`src/rtl/dram_loader_pkg.sv`:
```
// Shared definitions for the IR dispatch RAM (DRAM) loader and the IR board's unpacking.
//   DRAM_SIZE / DRAM_WIDTH : 512 words of 15 bits.
//   tDramOp                : load command opcodes; encodings 5-7 are illegal.
//   tDramWord              : stored word layout {A, B, PAR, J1_4, J7_10}, A in the MSBs.
//   state_e                : loader FSM states. The verify states exist only when
//                            DRAM_LOADER_VERIFY_EN is defined.
package dram_pkg;

  localparam int unsigned DRAM_SIZE  = 512;
  localparam int unsigned DRAM_WIDTH = 15;

  typedef enum logic [2:0] {
    LD_ADR = 3'd0,
    LD_AB  = 3'd1,
    LD_J   = 3'd2,
    WRITE  = 3'd3,
    READ   = 3'd4
  } tDramOp;

  typedef struct packed {
    logic [2:0] a;
    logic [2:0] b;
    logic       par;
    logic [3:0] j1_4;
    logic [3:0] j7_10;
  } tDramWord;

  typedef enum logic [2:0] {
    StIdle,
    StWr,
    StRd,
    StRsp
`ifdef DRAM_LOADER_VERIFY_EN
    ,
    StVfyRd,
    StVfyCmp
`endif
  } state_e;

endpackage

```
`src/rtl/dram_loader_if.sv`:
```
// Bus bundle for dram_loader.
//   cmd_*  : load command channel (valid/ready), driven by the diagnostic decode.
//   rsp_*  : read response channel (valid/ready), consumed by the diagnostic decode.
//   dram_* : DRAM memory port A (addra/dina/wea/ena/douta), 1-clock read latency.
// Modports: slave = loader side, master = front-end / memory side.
interface dram_loader_if #(
  parameter int unsigned ADDR_BITS = 9,
  parameter int unsigned WORD_BITS = 15
);
  logic                 cmd_valid;
  logic                 cmd_ready;
  logic [2:0]           cmd_op;
  logic [ADDR_BITS-1:0] cmd_data;

  logic                 rsp_valid;
  logic                 rsp_ready;
  logic [WORD_BITS-1:0] rsp_data;

  logic [ADDR_BITS-1:0] dram_addr;
  logic [WORD_BITS-1:0] dram_din;
  logic                 dram_wea;
  logic                 dram_ena;
  logic [WORD_BITS-1:0] dram_dout;

  modport slave (
    input  cmd_valid, cmd_op, cmd_data, rsp_ready, dram_dout,
    output cmd_ready, rsp_valid, rsp_data, dram_addr, dram_din, dram_wea, dram_ena
  );

  modport master (
    output cmd_valid, cmd_op, cmd_data, rsp_ready, dram_dout,
    input  cmd_ready, rsp_valid, rsp_data, dram_addr, dram_din, dram_wea, dram_ena
  );
endinterface

```
`src/rtl/dram_loader_word_pack.sv`:
```
// dram_word_pack: combinational packer for one DRAM word.
//   a, b         : A and B fields (3 bits each).
//   j1_4, j7_10  : J field halves (4 bits each).
//   word         : packed tDramWord with PAR chosen so the 15 stored bits have odd parity.
module dram_word_pack
  import dram_pkg::*;
(
  input  logic [2:0] a,
  input  logic [2:0] b,
  input  logic [3:0] j1_4,
  input  logic [3:0] j7_10,
  output tDramWord   word
);

  always_comb begin
    word       = '0;
    word.a     = a;
    word.b     = b;
    word.j1_4  = j1_4;
    word.j7_10 = j7_10;
    word.par   = ~^{a, b, j1_4, j7_10};
  end

endmodule

```
`src/rtl/dram_loader.sv`:
```
// dram_loader: write side of the 512 x 15 IR dispatch RAM.
//   clk, reset : single clock (same as the DRAM), synchronous active-high reset.
//   bus        : dram_loader_if.slave - command channel, read response channel, DRAM port A.
//   err        : sticky error (illegal op; verify mismatch when enabled).
//   cur_addr   : current load address.
// Optional feature: define DRAM_LOADER_VERIFY_EN to read back and compare every write.
// cmd_data bit numbering: the operand's bit 8 is the LSB, so LD_AB uses the low 6 bits and
// LD_J the low 8 bits.
module dram_loader
  import dram_pkg::*;
#(
  parameter int unsigned ADDR_BITS = 9,
  parameter int unsigned WORD_BITS = DRAM_WIDTH
) (
  input  logic                 clk,
  input  logic                 reset,
  dram_loader_if.slave         bus,
  output logic                 err,
  output logic [ADDR_BITS-1:0] cur_addr
);

  state_e                state_q, state_d;
  logic [ADDR_BITS-1:0]  addr_q, addr_d;
  logic [5:0]            ab_q, ab_d;
  logic [7:0]            j_q, j_d;
  logic                  err_q, err_d;
  logic                  rsp_valid_q, rsp_valid_d;
  logic [WORD_BITS-1:0]  rsp_data_q, rsp_data_d;

  tDramWord              word;
  logic [WORD_BITS-1:0]  word_bits;

  dram_word_pack u_pack (
    .a     (ab_q[5:3]),
    .b     (ab_q[2:0]),
    .j1_4  (j_q[7:4]),
    .j7_10 (j_q[3:0]),
    .word  (word)
  );

  assign word_bits     = WORD_BITS'(word);
  assign err           = err_q;
  assign cur_addr      = addr_q;
  assign bus.rsp_valid = rsp_valid_q;
  assign bus.rsp_data  = rsp_data_q;

  always_comb begin
    state_d       = state_q;
    addr_d        = addr_q;
    ab_d          = ab_q;
    j_d           = j_q;
    err_d         = err_q;
    rsp_valid_d   = rsp_valid_q;
    rsp_data_d    = rsp_data_q;
    bus.cmd_ready = 1'b0;
    bus.dram_ena  = 1'b0;
    bus.dram_wea  = 1'b0;
    bus.dram_addr = '0;
    bus.dram_din  = '0;

    unique case (state_q)
      StIdle: begin
        bus.cmd_ready = 1'b1;
        if (bus.cmd_valid) begin
          case (tDramOp'(bus.cmd_op))
            LD_ADR:  addr_d  = bus.cmd_data;
            LD_AB:   ab_d    = bus.cmd_data[5:0];
            LD_J:    j_d     = bus.cmd_data[7:0];
            WRITE:   state_d = StWr;
            READ:    state_d = StRd;
            default: err_d   = 1'b1;  // consumed, no memory access
          endcase
        end
      end

      StWr: begin
        bus.dram_ena  = 1'b1;
        bus.dram_wea  = 1'b1;
        bus.dram_addr = addr_q;
        bus.dram_din  = word_bits;
        addr_d        = addr_q + ADDR_BITS'(1);  // 511 wraps to 0
`ifdef DRAM_LOADER_VERIFY_EN
        state_d       = StVfyRd;
`else
        state_d       = StIdle;
`endif
      end

`ifdef DRAM_LOADER_VERIFY_EN
      StVfyRd: begin
        // addr_q already points past the word just written.
        bus.dram_ena  = 1'b1;
        bus.dram_addr = addr_q - ADDR_BITS'(1);
        state_d       = StVfyCmp;
      end

      StVfyCmp: begin
        // Holding registers cannot change while busy, so word_bits is still the written word.
        if (bus.dram_dout != word_bits) err_d = 1'b1;
        state_d = StIdle;
      end
`endif

      StRd: begin
        bus.dram_ena  = 1'b1;
        bus.dram_addr = addr_q;
        state_d       = StRsp;
      end

      StRsp: begin
        // First RSP cycle: douta holds the word addressed in RD; capture it so the
        // response stays stable however long the consumer stalls.
        if (!rsp_valid_q) begin
          rsp_valid_d = 1'b1;
          rsp_data_d  = bus.dram_dout;
        end else if (bus.rsp_ready) begin
          rsp_valid_d = 1'b0;
          state_d     = StIdle;
        end
      end

      default: state_d = StIdle;
    endcase
  end

  always_ff @(posedge clk) begin
    if (reset) begin
      state_q     <= StIdle;
      addr_q      <= '0;
      ab_q        <= '0;
      j_q         <= '0;
      err_q       <= 1'b0;
      rsp_valid_q <= 1'b0;
      rsp_data_q  <= '0;
    end else begin
      state_q     <= state_d;
      addr_q      <= addr_d;
      ab_q        <= ab_d;
      j_q         <= j_d;
      err_q       <= err_d;
      rsp_valid_q <= rsp_valid_d;
      rsp_data_q  <= rsp_data_d;
    end
  end

endmodule
```
`src/flat_wrapper.sv`:
```
// flat-port wrapper written by rule: the top's interface ports become plain ports
module dram_loader_flat import dram_pkg::*;
#(
  parameter int unsigned ADDR_BITS = 9,
  parameter int unsigned WORD_BITS = DRAM_WIDTH
)
  (clk, reset, err, cur_addr, bus_cmd_valid, bus_cmd_op, bus_cmd_data, bus_rsp_ready, bus_dram_dout, bus_cmd_ready, bus_rsp_valid, bus_rsp_data, bus_dram_addr, bus_dram_din, bus_dram_wea, bus_dram_ena);
  dram_loader_if #(.ADDR_BITS(ADDR_BITS), .WORD_BITS(WORD_BITS)) bus_i ();
  input  logic clk;
  input  logic reset;
  output logic err;
  output logic [ADDR_BITS-1:0] cur_addr;
  input wire logic [$bits(bus_i.cmd_valid)-1:0] bus_cmd_valid;
  input wire logic [$bits(bus_i.cmd_op)-1:0] bus_cmd_op;
  input wire logic [$bits(bus_i.cmd_data)-1:0] bus_cmd_data;
  input wire logic [$bits(bus_i.rsp_ready)-1:0] bus_rsp_ready;
  input wire logic [$bits(bus_i.dram_dout)-1:0] bus_dram_dout;
  output wire logic [$bits(bus_i.cmd_ready)-1:0] bus_cmd_ready;
  output wire logic [$bits(bus_i.rsp_valid)-1:0] bus_rsp_valid;
  output wire logic [$bits(bus_i.rsp_data)-1:0] bus_rsp_data;
  output wire logic [$bits(bus_i.dram_addr)-1:0] bus_dram_addr;
  output wire logic [$bits(bus_i.dram_din)-1:0] bus_dram_din;
  output wire logic [$bits(bus_i.dram_wea)-1:0] bus_dram_wea;
  output wire logic [$bits(bus_i.dram_ena)-1:0] bus_dram_ena;
  assign bus_i.cmd_valid = bus_cmd_valid;
  assign bus_i.cmd_op = bus_cmd_op;
  assign bus_i.cmd_data = bus_cmd_data;
  assign bus_i.rsp_ready = bus_rsp_ready;
  assign bus_i.dram_dout = bus_dram_dout;
  assign bus_cmd_ready = bus_i.cmd_ready;
  assign bus_rsp_valid = bus_i.rsp_valid;
  assign bus_rsp_data = bus_i.rsp_data;
  assign bus_dram_addr = bus_i.dram_addr;
  assign bus_dram_din = bus_i.dram_din;
  assign bus_dram_wea = bus_i.dram_wea;
  assign bus_dram_ena = bus_i.dram_ena;
  dram_loader #(.ADDR_BITS(ADDR_BITS), .WORD_BITS(WORD_BITS)) u_core (.clk(clk), .reset(reset), .bus(bus_i), .err(err), .cur_addr(cur_addr));
endmodule
```
`config.mk`:
```
export PLATFORM = sky130hd
export DESIGN_NAME = dram_loader_flat
export DESIGN_NICKNAME = d
export VERILOG_FILES = /design/src/rtl/dram_loader_pkg.sv /design/src/rtl/dram_loader_if.sv /design/src/rtl/dram_loader_word_pack.sv /design/src/rtl/dram_loader.sv /design/src/flat_wrapper.sv
export SDC_FILE = /design/constraint.sdc
export NUM_CORES = 1
export LEC_CHECK = 0
export ABC_CLOCK_PERIOD_IN_PS = 5200
export BUFFER_PORTS_ARGS = -buffer_cell sky130_fd_sc_hd__buf_2
export CORE_AREA = 2 2 76 60
export CTS_BUF_LIST = sky130_fd_sc_hd__clkbuf_8
export CTS_CLUSTER_DIAMETER = 80
export DETAILED_ROUTE_END_ITERATION = 7
export DIE_AREA = 0 0 78 62
export PLACE_DENSITY = 0.92
export REMOVE_ABC_BUFFERS = 1
export SKIP_LAST_GASP = 1
export SYNTH_ARGS = -nofsm -noshare
export SYNTH_HDL_FRONTEND = slang
export SYNTH_SLANG_ARGS = --single-unit
```
`constraint.sdc`:
```
create_clock -name clk -period 5.2 [get_ports clk]
set_clock_uncertainty 0.1 [all_clocks]
set_input_delay 1.04 -clock clk [delete_from_list [all_inputs] [get_ports clk]]
set_output_delay 1.04 -clock clk [all_outputs]
set_load 0.02 [all_outputs]
```
==> results of run 1 <==
## through the flow
step                hold WS, ns  cell area (sq um)  setup slack (ns)    util
finish                   0.3531               2716             2.142  0.6461
global route             0.3911               2716             2.120  0.6461
CTS                      0.3573               2716             2.158  0.6461
detailed placement       0.3463               2579             2.520  0.6134
global placement         0.3395               2579             2.538  0.6134
floorplan                0.3946               2077             2.357       -
## power by group through the flow
stage	logic [mW]	registers (mW)	clock network, mW
final	0.418	0.404	0.310
after CTS	0.418	0.403	0.312
after floorplan	0.249	0.436	0
after detailed placement	0.413	0.409	0
after global placement	0.406	0.407	0
after global routing	0.458	0.410	0.329
## worst paths after layout
check,slack [ns],cells past startpoint,endpoint,from
worst max-delay path,2.14,5,bus_dram_din[8],u_core.j_q[7]
worst min-delay path,0.35,2,u_core.bus.rsp_data[4],u_core.bus.rsp_data[4]
worst max register to register,3.25,7,u_core.cur_addr[3],u_core.state_q[1]
worst min register to register,0.35,2,u_core.bus.rsp_data[4],u_core.bus.rsp_data[4]
## kinds of logic after synthesis
group / Yosys count
AOI/OAI and AO/OA: 53
xor gates and xnor gates: 11
adders and majority gates: 6
buffers and inverters: 17
DFF: 42
muxes: 15
and+or+nand+nor: 110
## state kept, by name, indices dropped and copies added (netlist names)
| register | cells |
|---|---|
| u_core.cur_addr | 9 |
| u_core.state_q | 2 |
| u_core.ab_q | 6 |
| u_core.err | 1 |
| u_core.bus.rsp_valid | 1 |
| u_core.bus.rsp_data | 15 |
| u_core.j_q | 8 |
## Yosys cell counts, drive strengths merged
| library cell | instances | area share |
|---|---|---|
| a211oi | 4 | 0.014 |
| a21bo | 2 | 0.0094 |
| a21oi | 24 | 0.056 |
| a221oi | 2 | 0.0082 |
| a31o | 1 | 0.0041 |
| a31oi | 3 | 0.0088 |
| and2 | 25 | 0.074 |
| and2b | 1 | 0.0035 |
| and3b | 1 | 0.0041 |
| buf | 3 | 0.0082 |
| clkbuf | 9 | 0.016 |
| dfxtp | 42 | 0.40 |
| ha | 6 | 0.035 |
| inv | 5 | 0.0088 |
| mux2i | 15 | 0.071 |
| nand2 | 38 | 0.067 |
| nand2b | 2 | 0.0059 |
| nand3 | 7 | 0.016 |
| nand3b | 1 | 0.0035 |
| nand4 | 2 | 0.0059 |
| nor2 | 21 | 0.037 |
| nor2b | 5 | 0.015 |
| nor3 | 2 | 0.0047 |
| nor3b | 3 | 0.016 |
| nor4 | 1 | 0.0029 |
| o21a | 1 | 0.0035 |
| o21ai | 11 | 0.026 |
| o22ai | 1 | 0.0029 |
| o2bb2ai | 1 | 0.0041 |
| o31ai | 1 | 0.0035 |
| o32ai | 2 | 0.0082 |
| or3 | 1 | 0.0029 |
| xnor2 | 8 | 0.033 |
| xnor3 | 2 | 0.021 |
| xor2 | 1 | 0.0041 |
## routing by layer
| layer | vias up | routed length (um) | global-route usage |
|---|---|---|---|
| met5 | - | 0 | 0 |
| met4 | 0 | 42 | 0.06767 |
| met3 | 7 | 447 | 0.05636 |
| met2 | 88 | 2458 | 0.3892 |
| met1 | 930 | 2330 | 0.2748 |
| li1 | 1029 | - | - |
## cell type report
class | instances | share of cell area
inverter | 5 | 0.006909
timing repair buffer | 85 | 0.1585
clock buffer | 5 | 0.02533
sequential | 42 | 0.3095
clock inverter | 3 | 0.02533
multi-input combinational | 195 | 0.4482
tap | 57 | 0.02626
## worst max-delay path, delay by kind of cell (launching register included)
kind	cells	cell delay (ns)
buffers and inverters	1	0.18
AND/OR/NAND/NOR	1	0.11
XOR/XNOR	3	0.97
flip-flops	1	0.37
==> impl_metrics.toml, run 1 <==
[clocking]
clock_sinks = 42
tritoncts.num_buffers = 5
cts_root_buffer = "sky130_fd_sc_hd__clkbuf_8"
cts-resized-gates = 0
cts-hold-fix-buffers = 0
max-clock-path-buffers = 2
tritoncts = "built"
clk_pin_slew_worst_paths_ns = 0.08
post-cts-setup-buffers = 0
worst_skew_pair.late_latency_ns = 0.30
clock_tree.htree_level_count = 2

[synthesis]
ys_seq_elements = 42
post_synth_fa_ha_maj_area_fraction = 0.03527
synth-compound-area-share = 0.1493
post_synth_inst_count = 254
synth.lib_cells_used.distinct = 38
largest_family_of_logic_cells_by_synthesized_area = "simple AND/OR/NAND/NOR gates"
syn-cell-area_sq_um = 2128
synthXorXnorAreaFrac = 0.05820
yosys_warnings = 0
muxShareOfSynthArea = 0.07055
fraction_of_the_mapped_netlist_area_in_simple_logic_gates = 0.2587
avgSynthCellArea_sq_um = 8.379
synth_seq_area_share = 0.3951

[floorplan]
core_area_sq_um = 4204
die_area_sq_um = 4836
die_height_um = 62
initial_utilization = 0.5062
top_level_ports = 84
num_rows = 21
die_w_um = 78

[detailed_routing]
final_antenna_net_count = 0
routedWlPerCell_um = 13.46
post_drt_via_cell_ratio = 5.240
totalWireLength_um = 5278
drtPass1Iterations = 4
vias = 2054
drc_errors = 0
initialDrtViolationCount = 92

[setup_path]
worstSetupEndpointType = "output port"
critPathLaunchType = "flip-flop"
cp_data_required_time_ns = 4.06
critical_path_peak_fanout = 3
critical_path.max_stage_delay_ns = 0.42
slowest_library_cell_on_the_worst_path = "sky130_fd_sc_hd__xnor3_1"
worst_path_most_repeated_cell = "sky130_fd_sc_hd__xnor3_1"
worstSetupPathType = "reg -> out"
worstPathArrival_ns = 1.92
cells_along_the_critical_path = "xor2_1 -> xnor3_1 -> xnor3_1 -> nor2_1 -> buf_2"

[power]
fin_total_pwr_mw = 1.133
pwr_density_nw_per_um2 = 417.0
power_switching_mw = 0.4272
internal_power_mw = 0.7054
leakage_power_summed_over_all_cells_nw = 1.215
power_frac_seq = 0.357
combinationalPowerShare = 0.369
netSwitchingFraction = 0.3772
peakVddDrop_v = 0.0002270
clockPowerShare = 0.274

[final_layout]
diodes = 0
multi_input_comb_area_sq_um = 1217
nNetsFinal = 371
nFillCells = 353
areaGrowthSynthToFinish_pct = 27.63
layout_common_cells = "sky130_fd_sc_hd__buf_2 (83), sky130_fd_sc_hd__dfxtp_1 (42), sky130_fd_sc_hd__nand2_1 (38)"
layoutNonFillerInstCount = 392
layout-drive-gt1-share = 0.2925
final_common_cell = "sky130_fd_sc_hd__buf_2"
seq_area_sq_um = 840.8

[sta]
report.final.setup_viol = 0
finalHoldViolCount = 0
final_period_minus_worst_setup_slack_ns = 3.058
tightest_pin_transition_ns = 0.9334
finalMaxSlewViolations = 0
maxClockFrequency_mhz = 327.1
rsz0062_at_grt = "no"
relSlewSlack = 0.3765
final.setup.tns_ns = 0
finalCritPeriodShare = 0.5880

[global_route]
number_of_antenna_violations_at_the_first_check_in_global_routing = 0
global_route_wire_length_before_repair_um = 8286
overflow_left_after_global_routing = 0
grt_pass1_vias = 1814
grt_start_max_net_pins = 43
track_usage = 0.2207

[placement]
post-place-cells = 384
place_hpwl_um = 3671
port_buffers = 83
routabilityCongestion = 0.8345

[min_path]
hold_path_class = "reg -> reg"

[flow_run]
max_cap_viol_count = 0

[outcome]
outcome = "finished clean"
No activity file was read; power rests on OpenSTA's default activity.
==> inputs of run 2 (changes only) <==
ABC_AREA = 1   (was unset)
ABC_CLOCK_PERIOD_IN_PS = 2700   (was 5200)
CORE_AREA = 2 2 86 67   (was 2 2 76 60)
DIE_AREA = 0 0 88 69   (was 0 0 78 62)
PLACE_DENSITY = 0.84   (was 0.92)
clock period = 2.7 ns   (was 5.2 ns; I/O delays follow)
==> run 2 against run 1 <==
  * Sequential power increased by 99%
  * Final area increased by 9.5%
  * Synthesized area increased by 12%
  * Non-clock buffer count unchanged
  * Clock power increased by 95%
  * First-iteration DRC count increased by 86%
  * Core utilization decreased by 7.5 points
  * Count of clock-buffer cells in the layout unchanged
  * Synthesized cell count increased by 48%
  * Sequential share of layout area decreased by 2.7 points
  * Wire length increased by 14%
  * Largest cell class unchanged
==> impl_metrics.toml, run 2 <==
[outcome]
outcome = "finished clean"

[synthesis]
synth-edff-count = 0
yosys_warnings = 0
synth_async_sr_flop_share = 0
synth_seq_area_share = 0.3528
area_share_of_the_leading_cell_type_in_the_synthesized_netlist = 0.3528
avgSynthCellArea_sq_um = 6.339
ys_seq_elements = 42
synth-main-ff-cell = "sky130_fd_sc_hd__dfxtp_1"
synth.lib_cells_used.distinct = 33
post_synth_inst_count = 376
syn-cell-area_sq_um = 2384
synthTopCellsByArea = "sky130_fd_sc_hd__dfxtp_1 (35%), sky130_fd_sc_hd__nand2_1 (17%), sky130_fd_sc_hd__inv_1 (9.1%)"
post-synth-top-area-cell = "sky130_fd_sc_hd__dfxtp_1"
synth.cells.most_frequent = "sky130_fd_sc_hd__nand2_1 (106), sky130_fd_sc_hd__inv_1 (58), sky130_fd_sc_hd__nor2_1 (56)"
post-synth-top-count-cell = "sky130_fd_sc_hd__nand2_1"

[floorplan]
top_level_ports = 84
die_area_sq_um = 6072
die_w_um = 88
die_height_um = 69
core_area_sq_um = 5209
num_rows = 23
initial_utilization = 0.4576

[detailed_routing]
routedWlPerCell_um = 11.33
post_drt_via_cell_ratio = 4.810
initialDrtViolationCount = 171
vias = 2559
final_antenna_net_count = 0
totalWireLength_um = 6028
drtPass1Iterations = 4
drc_errors = 0

[sta]
final_period_minus_worst_setup_slack_ns = 2.311
rsz0062_at_grt = "no"
finalMaxSlewViolations = 0
relSlewSlack = 0.6858
fin_ws_ns = 0.3890
report.final.setup_viol = 0
finalCritPeriodShare = 0.8559
maxClockFrequency_mhz = 432.7
tightest_pin_transition_ns = 0.4706
final.setup.tns_ns = 0
finalHoldViolCount = 0

[placement]
post-place-cells = 524
port_buffers = 83
placedInstanceArea_sq_um = 2836
routabilityCongestion = 0.8227
place_hpwl_um = 4571
dp_worst_setup_slack_ns = 0.7318

[power]
power_frac_seq = 0.336
netSwitchingFraction = 0.4136
combinationalPowerShare = 0.411
pwr_density_nw_per_um2 = 803.5
internal_power_mw = 1.401
power_switching_mw = 0.9883
peakVddDrop_v = 0.0005454
leakage_power_summed_over_all_cells_nw = 1.719
clockPowerShare = 0.252
fin_total_pwr_mw = 2.390

[clocking]
clk_pin_slew_worst_paths_ns = 0.09
cts_root_buffer = "sky130_fd_sc_hd__clkbuf_8"
tritoncts.num_buffers = 5
worst_skew_pair.late_latency_ns = 0.31
cts-resized-gates = 0
tritoncts = "built"
max-clock-path-buffers = 2
clock_sinks = 42
clock_tree.htree_level_count = 2
cts-hold-fix-buffers = 0
post-cts-setup-buffers = 0

[global_route]
global_route_wire_length_before_repair_um = 10480
track_usage = 0.2118
overflow_left_after_global_routing = 0
grt_pass1_vias = 2453
number_of_antenna_violations_at_the_first_check_in_global_routing = 0
grt_start_max_net_pins = 34

[final_layout]
layout.cell_area.non_filler_sq_um = 2974
nNetsFinal = 493
final_common_cell = "sky130_fd_sc_hd__nand2_1"
layout-drive-gt1-share = 0.2473
largest_register_ff_count = 15
layoutNonFillerInstCount = 532
areaGrowthSynthToFinish_pct = 24.78
layout_common_cells = "sky130_fd_sc_hd__nand2_1 (106), sky130_fd_sc_hd__buf_2 (83), sky130_fd_sc_hd__inv_1 (58)"
diodes = 0

[setup_path]
slowest_library_cell_on_the_worst_path = "sky130_fd_sc_hd__dfxtp_1"
critical_path_peak_fanout = 12
critPathLaunchType = "flip-flop"
worstSetupEndpointType = "output port"
worstSetupPathType = "reg -> out"
cells_along_the_critical_path = "inv_1 -> ha_1 -> buf_4 -> nand2_1 -> nor2_1 -> buf_2"
cp_num_buf_inv = 3
cp_data_required_time_ns = 2.06
timing.critical_path.max_delay_family = "buffers and inverters"
worstPathArrival_ns = 1.67
critical_path.max_stage_delay_ns = 0.35

[min_path]
hold_path_class = "in -> reg"

[flow_run]
max_cap_viol_count = 0
-- run 2: cell count changes after synthesis, moves of 4 or more --
cell | previous run | this run
sky130_fd_sc_hd__a211oi_1 | 4 | 0
sky130_fd_sc_hd__a21oi_2 | 0 | 5
sky130_fd_sc_hd__clkbuf_1 | 9 | 3
sky130_fd_sc_hd__a21oi_1 | 24 | 15
sky130_fd_sc_hd__mux2i_1 | 15 | 0
sky130_fd_sc_hd__nand2_1 | 38 | 106
sky130_fd_sc_hd__nor2_2 | 0 | 6
sky130_fd_sc_hd__inv_1 | 5 | 58
sky130_fd_sc_hd__xnor2_1 | 8 | 1
sky130_fd_sc_hd__and2_1 | 24 | 0
sky130_fd_sc_hd__nor2b_1 | 5 | 0
sky130_fd_sc_hd__o21ai_1 | 0 | 11
sky130_fd_sc_hd__nor2_1 | 21 | 56
sky130_fd_sc_hd__o21ai_0 | 11 | 27
-- run 2: worst paths after layout --
check | cells after the start | slack [ns] | endpoint | from
max | 6 | 0.39 | bus_dram_din[8] | u_core.state_q[1]
min | 3 | 0.35 | u_core.bus.rsp_data[12] | bus_dram_dout[12]
max reg2reg | 9 | 0.73 | u_core.cur_addr[3] | u_core.state_q[1]
min reg2reg | 2 | 0.39 | u_core.err | u_core.err
-- run 2: logic make-up (layout without fill, tap and decap cells) --
group,count (synthesis),count (layout),share of synthesized area
simple gates,191,191,0.3333
buf+inv,72,153,0.1265
compound gates,63,63,0.1486
flops,42,42,0.3528
fa+ha+maj,6,6,0.03150
xor+xnor,2,2,0.007350
-- run 2: layout make-up --
type / count / area, sq um
Inverter: 60 / 230.2
Sequential cell: 42 / 840.8
Clock buffer: 5 / 68.82
Fill cell: 500 / 2235
Timing Repair Buffer: 85 / 430.4
Clock inverter: 3 / 68.82
Multi-Input combinational cell: 262 / 1241
Tap cell: 75 / 93.84
-- run 2: layer usage --
metal | GRT usage | vias to the layer above | wire length, um
li1 | - | 1316 | -
met4 | 0.07863 | 0 | 109
met2 | 0.3603 | 59 | 2967
met5 | 0 | - | 0
met3 | 0.03353 | 11 | 274
met1 | 0.2665 | 1173 | 2677
-- run 2: power groups by stage --
stage / registers [mW] / logic (mW) / clock network, mW
after floorplan: 0.881 / 0.593 / 0
after global placement: 0.809 / 0.942 / 0
after detailed placement: 0.815 / 0.971 / 0
after CTS: 0.801 / 0.981 / 0.610
after global routing: 0.820 / 1.08 / 0.640
final: 0.804 / 0.983 / 0.603
-- run 2: worst reg2reg max path, cell delays in order (launching register included) --
cell and delay (ns):
sky130_fd_sc_hd__dfxtp_1 0.35, sky130_fd_sc_hd__inv_1 0.13, sky130_fd_sc_hd__ha_1 0.34, sky130_fd_sc_hd__buf_4 0.25, sky130_fd_sc_hd__buf_4 0.21, sky130_fd_sc_hd__inv_1 0.13
sky130_fd_sc_hd__nand2_1 0.08, sky130_fd_sc_hd__o21ai_0 0.08, sky130_fd_sc_hd__o21ai_1 0.14, sky130_fd_sc_hd__nor2_1 0.06
-- run 2: stage by stage --
stage	hold slack, ns	util
final	0.3517	0.5710
after global routing	0.3617	0.5710
after CTS	0.3503	0.5710
after detailed placement	0.3562	0.5446
after global placement	0.3461	0.5446
after floorplan	0.3618	-
